==> src/rtl/topo_controlador.sv <==
// Whack-a-mole sequencer: cursor, mole placement, strike forwarding,
// round timing and scoring for a FILAS x COLUMNAS board of mole cells.
module topo_controlador #(
   parameter int unsigned FILAS      = 3,
   parameter int unsigned COLUMNAS   = 3,
   parameter int unsigned TICKS_TOPO = 25000000,
   parameter int unsigned RONDAS     = 30
) (
   input  logic                          clk,
   input  logic                          reset,
   input  logic                          START,
   input  logic                          ARRIBA,
   input  logic                          ABAJO,
   input  logic                          IZQUIERDA,
   input  logic                          DERECHA,
   input  logic                          GOLPE,
   input  logic                          HIT,
   output logic [FILAS*COLUMNAS-1:0]     PONER_TOPO,
   output logic [FILAS*COLUMNAS-1:0]     SELECT,
   output logic                          GOLPE_OUT,
   output logic [7:0]                    PUNTAJE,
   output logic [7:0]                    FALLOS,
   output logic                          JUGANDO,
   output logic                          FIN_JUEGO
);

   localparam int unsigned N     = FILAS * COLUMNAS;
   localparam int unsigned POS_W = (N > 1) ? $clog2(N) : 1;
   localparam int unsigned FIL_W = (FILAS > 1) ? $clog2(FILAS) : 1;
   localparam int unsigned COL_W = (COLUMNAS > 1) ? $clog2(COLUMNAS) : 1;
   localparam int unsigned TMR_W = (TICKS_TOPO > 1) ? $clog2(TICKS_TOPO) : 1;
   localparam int unsigned RND_W = $clog2(RONDAS + 1);

   typedef enum logic [1:0] {
      S_IDLE,
      S_NUEVO,
      S_ACTIVO,
      S_FIN
   } estado_t;

   estado_t            estado_q, estado_d;
   logic [FIL_W-1:0]   fila_q, fila_d;
   logic [COL_W-1:0]   col_q, col_d;
   logic [POS_W-1:0]   pos_q, pos_d;
   logic [TMR_W-1:0]   timer_q, timer_d;
   logic [RND_W-1:0]   ronda_q, ronda_d;
   logic [7:0]         lfsr_q, lfsr_d;
   logic               golpe_q, golpe_d;
   logic [7:0]         puntaje_q, puntaje_d;
   logic [7:0]         fallos_q, fallos_d;
   logic [N-1:0]       poner_q, poner_d;
   logic [N-1:0]       select_q, select_d;
   logic               jugando_q, jugando_d;
   logic               fin_q, fin_d;

   logic [POS_W-1:0]   pos_raw;
   logic [POS_W-1:0]   sel_idx;
   logic               hit_evt;

   // Candidate mole position and the strike outcome of this cycle
   assign pos_raw = POS_W'(lfsr_q % 8'(N));
   assign hit_evt = golpe_q && HIT;

   // Next-state, scoring, cursor and registered-output logic
   always_comb begin
      estado_d  = estado_q;
      fila_d    = fila_q;
      col_d     = col_q;
      pos_d     = pos_q;
      timer_d   = timer_q;
      ronda_d   = ronda_q;
      puntaje_d = puntaje_q;
      fallos_d  = fallos_q;
      lfsr_d    = {lfsr_q[6:0], lfsr_q[7] ^ lfsr_q[5] ^ lfsr_q[4] ^ lfsr_q[3]};
      golpe_d   = GOLPE && (estado_q == S_ACTIVO);

      // A forwarded strike is scored on whatever the cells report
      if (golpe_q) begin
         if (HIT) begin
            if (puntaje_q != 8'hFF) puntaje_d = puntaje_q + 8'd1;
         end else if (fallos_q != 8'hFF) begin
            fallos_d = fallos_q + 8'd1;
         end
      end

      case (estado_q)
         S_IDLE, S_FIN: begin
            if (START) begin
               estado_d  = S_NUEVO;
               puntaje_d = '0;
               fallos_d  = '0;
               ronda_d   = '0;
            end
         end
         S_NUEVO: begin
            // Never place the mole twice in a row on the same cell
            if (pos_raw == pos_q) begin
               pos_d = (pos_raw == POS_W'(N - 1)) ? '0 : pos_raw + POS_W'(1);
            end else begin
               pos_d = pos_raw;
            end
            timer_d  = TMR_W'(TICKS_TOPO - 1);
            estado_d = S_ACTIVO;
         end
         S_ACTIVO: begin
            // A hit in the last timer cycle still closes the round as a hit
            if (hit_evt || (timer_q == '0)) begin
               ronda_d  = ronda_q + RND_W'(1);
               estado_d = (ronda_d == RND_W'(RONDAS)) ? S_FIN : S_NUEVO;
            end else begin
               timer_d = timer_q - TMR_W'(1);
            end
         end
         default: estado_d = S_IDLE;
      endcase

      // Opposite pulses on one axis cancel; the two axes are independent
      if (ARRIBA && !ABAJO) begin
         fila_d = (fila_q == '0) ? FIL_W'(FILAS - 1) : fila_q - FIL_W'(1);
      end else if (ABAJO && !ARRIBA) begin
         fila_d = (fila_q == FIL_W'(FILAS - 1)) ? '0 : fila_q + FIL_W'(1);
      end
      if (IZQUIERDA && !DERECHA) begin
         col_d = (col_q == '0) ? COL_W'(COLUMNAS - 1) : col_q - COL_W'(1);
      end else if (DERECHA && !IZQUIERDA) begin
         col_d = (col_q == COL_W'(COLUMNAS - 1)) ? '0 : col_q + COL_W'(1);
      end

      sel_idx   = POS_W'(fila_d) * POS_W'(COLUMNAS) + POS_W'(col_d);
      select_d  = N'(1) << sel_idx;
      poner_d   = (estado_d == S_ACTIVO) ? (N'(1) << pos_d) : '0;
      jugando_d = (estado_d == S_NUEVO) || (estado_d == S_ACTIVO);
      fin_d     = (estado_d == S_FIN);
   end

   // State and output registers
   always_ff @(posedge clk or negedge reset) begin
      if (!reset) begin
         estado_q  <= S_IDLE;
         fila_q    <= '0;
         col_q     <= '0;
         pos_q     <= '0;
         timer_q   <= '0;
         ronda_q   <= '0;
         lfsr_q    <= 8'hA5;
         golpe_q   <= 1'b0;
         puntaje_q <= '0;
         fallos_q  <= '0;
         poner_q   <= '0;
         select_q  <= N'(1);
         jugando_q <= 1'b0;
         fin_q     <= 1'b0;
      end else begin
         estado_q  <= estado_d;
         fila_q    <= fila_d;
         col_q     <= col_d;
         pos_q     <= pos_d;
         timer_q   <= timer_d;
         ronda_q   <= ronda_d;
         lfsr_q    <= lfsr_d;
         golpe_q   <= golpe_d;
         puntaje_q <= puntaje_d;
         fallos_q  <= fallos_d;
         poner_q   <= poner_d;
         select_q  <= select_d;
         jugando_q <= jugando_d;
         fin_q     <= fin_d;
      end
   end

   assign PONER_TOPO = poner_q;
   assign SELECT     = select_q;
   assign GOLPE_OUT  = golpe_q;
   assign PUNTAJE    = puntaje_q;
   assign FALLOS     = fallos_q;
   assign JUGANDO    = jugando_q;
   assign FIN_JUEGO  = fin_q;

endmodule

==> config.mk <==
export PLATFORM = sky130hd
export DESIGN_NAME = topo_controlador
export DESIGN_NICKNAME = d
export VERILOG_FILES = /design/src/rtl/topo_controlador.sv
export SDC_FILE = /design/constraint.sdc
export NUM_CORES = 1
export LEC_CHECK = 0
export BUFFER_PORTS_ARGS = -buffer_cell sky130_fd_sc_hd__buf_2
export CAP_MARGIN = 20
export CELL_PAD_IN_SITES_DETAIL_PLACEMENT = 0
export CELL_PAD_IN_SITES_GLOBAL_PLACEMENT = 1
export CORE_UTILIZATION = 50
export DETAILED_ROUTE_END_ITERATION = 8
export PLACE_DENSITY_LB_ADDON = 0.1
export SKIP_LAST_GASP = 1
export SLEW_MARGIN = 20
export SYNTH_ARGS = -nofsm -noshare
export SYNTH_HDL_FRONTEND = slang
export SYNTH_SLANG_ARGS = --single-unit
export TNS_END_PERCENT = 5
==> constraint.sdc <==
create_clock -name clk -period 11.2 [get_ports clk]
set_input_delay 2.8 -clock clk [delete_from_list [all_inputs] [get_ports clk]]
set_output_delay 2.8 -clock clk [all_outputs]
set_load 0.01 [all_outputs]
==> metrics list <==
* Outcome: completed
* Final ANT Viol Nets: 0
* Synth top cells by count: sky130_fd_sc_hd__dfrtp_1 (80), sky130_fd_sc_hd__nand2_1 (52), sky130_fd_sc_hd__nor2_1 (43)
* Cts bufs inserted: 9
- During I/O placement, the number of pins put on the boundary was 46.
* Die W: 104 um
- The worst hold path passes through 0 cells.
* Number of diodes: 0
- Post-Syn Nets: 570
* Fraction of post-synthesis cell area in the top cell type by area: 0.388
* Distinct cells, synth: 85
- The first global-routing pass estimated 18300 um of wire.
- The finished layout holds 713 standard cells, fillers aside.
- The floorplan step set the die height to 104 um.
- For this run, global-route usage on met3 was measured as 0.0245.
- The area growth from synthesis to layout is 9.71%.
- The die covers 10700 um2.
- CP peak stage delay: 0.52 ns
- Met1 global-route usage: 0.282
- Among all flip-flop cells after synthesis, the most frequent one is sky130_fd_sc_hd__dfrtp_1.
* Main combinational cell family by area after synthesis: simple AND/OR/NAND/NOR gates
- Vias in the first global route: 3882
* Arrival time at the worst endpoint: 5.51 ns
- Setup repair after global routing left no endpoint under its margin.
- Using the TritonRoute via totals, the vias-per-cell ratio works out to 5.63.
* TritonCTS clock tree: built
- Row generation in the floorplan step produced 36 rows.
- After detailed routing, the number of remaining DRC violations is 0.
- In the final routed layout, each cell accounts on average for 14.4 um.
- Total Negative Setup Slacks: 0 ns
* Placeable Area: 9860 um2
- At the end of routability-driven placement, the weighted congestion stood at 0.852.
- Wire length reported by the detailed router: 10300 um
* Overall via count from detail_route: 4016
* Multiplexer share of the synthesized area: 0.0238
- Subtracting the final worst setup slack from the clock period gives 5.24 ns.
- Measured on the finished design, the core utilization comes to 0.573.
- The first routing iteration left 139 violations.
- Setup slack on the critical path of the routed design comes to 5.96 ns.
* Clk slew on worst S/H paths: 0.09 ns
- Async SR Flop Fraction: 1.00
* Biggest area contributors in the synthesized netlist: sky130_fd_sc_hd__dfrtp_1 (39%), sky130_fd_sc_hd__ha_1 (5.3%), sky130_fd_sc_hd__nand2_1 (3.8%)
* Worst Setup Path Type: reg2reg
* Number of nets in the finished design: 608
- In the final layout, the share of cells above drive strength 1 is 0.155.
* Combined buffer and inverter count along the critical path: 1
- Across every metal layer, demand over resource in global routing totals 0.208.
- Pre-CTS setup slack: 5.93 ns
* Max rail drop VDD: 0.107 mV
- Synthesis produced 537 cells.
* Final HPWL DP: 7430 um
- For this run, the register share of the synthesized area comes to 0.414.
* Required @ worst endpoint: 11.47 ns
- Critical Path Slowest Stage Cell: sky130_fd_sc_hd__nor2b_1
- Once the clock tree was built, the setup fixing pass inserted 0 buffers.
- STA classifies the critical path endpoint as a flop.
* Root buffer cell: sky130_fd_sc_hd__clkbuf_8
* DR pass1 iterations: 4
* Final hold violation count: 0
* Antenna violations before repair: 0
* Area of all placed cells without fillers: 5660 um2
- Counting cells, the worst reg-to-reg path comes to 18.
- Post-CTS resize count: 0
* Cell type group with the largest total delay on the critical path: compound AO/OA/AOI/OAI gates
- For this design, the sink count on the clock tree is 85.
- GRT met2 Usage: 0.336
- Number of buffers added to fix hold violations after cts: 0
- Clock latency on the worst-skew pair: 0.36 ns
* Post-Synth XOR/XNOR Area: 0.0687
- Final slew viol count: 0
- EDFF count, synth: 0
- Adder and majority cell fraction of the synthesized area: 0.0612
- Starting utilization of the core area: 0.523
- Crit path depth: 18
- Complex-gate fraction of the synthesized area: 0.164
- Post-synthesis share of cell area spent on and, or, nand and nor gates: 0.228
- Input and output buffers added on the ports amount to 45.
* Maximum number of pins on one net before global-route repair: 86
- Mapped Area: 5160 um2
* Max-cap violations: 0
- Yosys warning count: 0
- F_max: 0.191 GHz
* Fin crit share: 0.468
- Leakage power: 2.45 nW
- Register-to-register setup slack: 5.96 ns
* Final setup violation count: 0
- Kind of path behind the tightest hold check: reg2reg
* Launching element type of the critical path: flop
- Total number of H-tree levels: 3
* Post-Place Cell Area: 5450 um2
- Most repeated cell in the gate-level netlist after synthesis: sky130_fd_sc_hd__dfrtp_1
- Max clock buf depth: 2
- Worst clock skew on the final layout: 0.0155 ns
- Aggregate global routing overflow: 0
- Flip-flop and latch count after synthesis: 85
- Of all cell types, the one taking the most synthesized area is sky130_fd_sc_hd__dfrtp_1.
* Transition time of the tightest slew-check pin: 0.773 ns
* Power Density: 163 nW/um2
- Most Used Layer, Global Route: met2
* List of cells traversed by the critical path: nor2b_1, o2111ai_1, a22oi_1, ha_1, a21o_1, o2111ai_2, nand3_1, and2_1, inv_1, ha_1, nor2b_1, and2_1, o311ai_2, mux2i_1, o21ba_4, and3_1, o31a_2, nor4b_2
- Number of placed instances with taps included: 697
* CP Max Fanout: 11
- Worst slew margin relative to its limit: 0.485
- Average footprint of a synthesized cell: 9.60 um2
## cell usage in the layout, fill, tap and decap left out, types with 3 or more instances in the layout
master,count
sky130_fd_sc_hd__a21boi_0,3
sky130_fd_sc_hd__nor2b_1,5
sky130_fd_sc_hd__nand3_1,26
sky130_fd_sc_hd__xnor2_1,21
sky130_fd_sc_hd__o21a_1,3
sky130_fd_sc_hd__a211oi_1,5
sky130_fd_sc_hd__buf_2,44
sky130_fd_sc_hd__inv_1,27
sky130_fd_sc_hd__nand4_1,8
sky130_fd_sc_hd__nor4_1,9
sky130_fd_sc_hd__or3_1,6
sky130_fd_sc_hd__nor4b_2,3
sky130_fd_sc_hd__dfrtp_1,80
sky130_fd_sc_hd__a21o_1,6
sky130_fd_sc_hd__nand2_1,52
sky130_fd_sc_hd__and3_1,9
sky130_fd_sc_hd__nor2_1,43
sky130_fd_sc_hd__nor4b_1,3
sky130_fd_sc_hd__o22ai_1,6
sky130_fd_sc_hd__dfstp_2,5
sky130_fd_sc_hd__nor3_1,20
sky130_fd_sc_hd__o211ai_1,6
sky130_fd_sc_hd__ha_1,22
sky130_fd_sc_hd__xor2_1,15
sky130_fd_sc_hd__clkinvlp_4,3
sky130_fd_sc_hd__a31oi_1,3
sky130_fd_sc_hd__o21ai_0,30
sky130_fd_sc_hd__mux2i_1,10
sky130_fd_sc_hd__nand2b_1,14
sky130_fd_sc_hd__a22o_1,3
sky130_fd_sc_hd__and2_1,8
sky130_fd_sc_hd__a21oi_1,10
sky130_fd_sc_hd__clkbuf_8,10
## power by group
group / switching, W / internal, W
combinational: 0.000207 / 0.000118
sequential: 0.0000283 / 0.000347
clock: 0.000111 / 0.000108
total: 0.000347 / 0.000573
## cell families after synthesis
logic type	count (synthesis)
mux	12
compound gates	109
fa+ha+maj	24
simple gates	222
xor+xnor	38
buf+inv	47
flops	85
## sequential cells by signal, indices dropped and copies added, names as in the netlist
name,flops
timer_q,25
pos_q,4
GOLPE_OUT,1
ronda_q,5
lfsr_q,8
FALLOS,8
JUGANDO,1
estado_q,2
PUNTAJE,8
FIN_JUEGO,1
SELECT,9
PONER_TOPO,9
col_q,2
fila_q,2
## final cells by class
type,count,area (um2)
flip-flops and latches,85,2130
inverters,29,109
clock inverters,6,62.6
multi-input cells,405,2820
well taps,133,166
repair buffers,45,231
fillers,903,4210
clock buffers,10,138
## through the flow
stage	power [W]	hold WS, ns
CTS	0.000929	0.445
global placement	0.000697	0.423
floorplan	0.000619	0.354
finish	0.000920	0.444
detailed placement	0.000710	0.432
global route	0.000988	0.453
## worst reg2reg max path, delay by kind of cell, from the launching register on
family | cells | cell delay, ns
simple gates | 7 | 1.77
flops | 1 | 0.42
mux | 1 | 0.40
buf+inv | 1 | 0.07
fa+ha+maj | 2 | 0.49
compound gates | 7 | 2.01
## worst paths after layout
check                               start             to
worst min-delay path            lfsr_q[2]      lfsr_q[3]
worst max register to register  lfsr_q[4]  PONER_TOPO[7]
min in group asynchronous           reset      FALLOS[4]
worst min register to register  lfsr_q[2]      lfsr_q[3]
worst max-delay path            lfsr_q[4]  PONER_TOPO[7]
max in group asynchronous           reset     ronda_q[0]
## per-layer routing
metal / routed length [um] / share of wire / vias up
li1: - / - / 2001
met1: 4870 / 0.47 / 1933
met2: 4910 / 0.48 / 67
met3: 311 / 0.030 / 15
met4: 193 / 0.019 / 0
met5: 0 / 0 / -
Power figures use the tool's default switching activity.
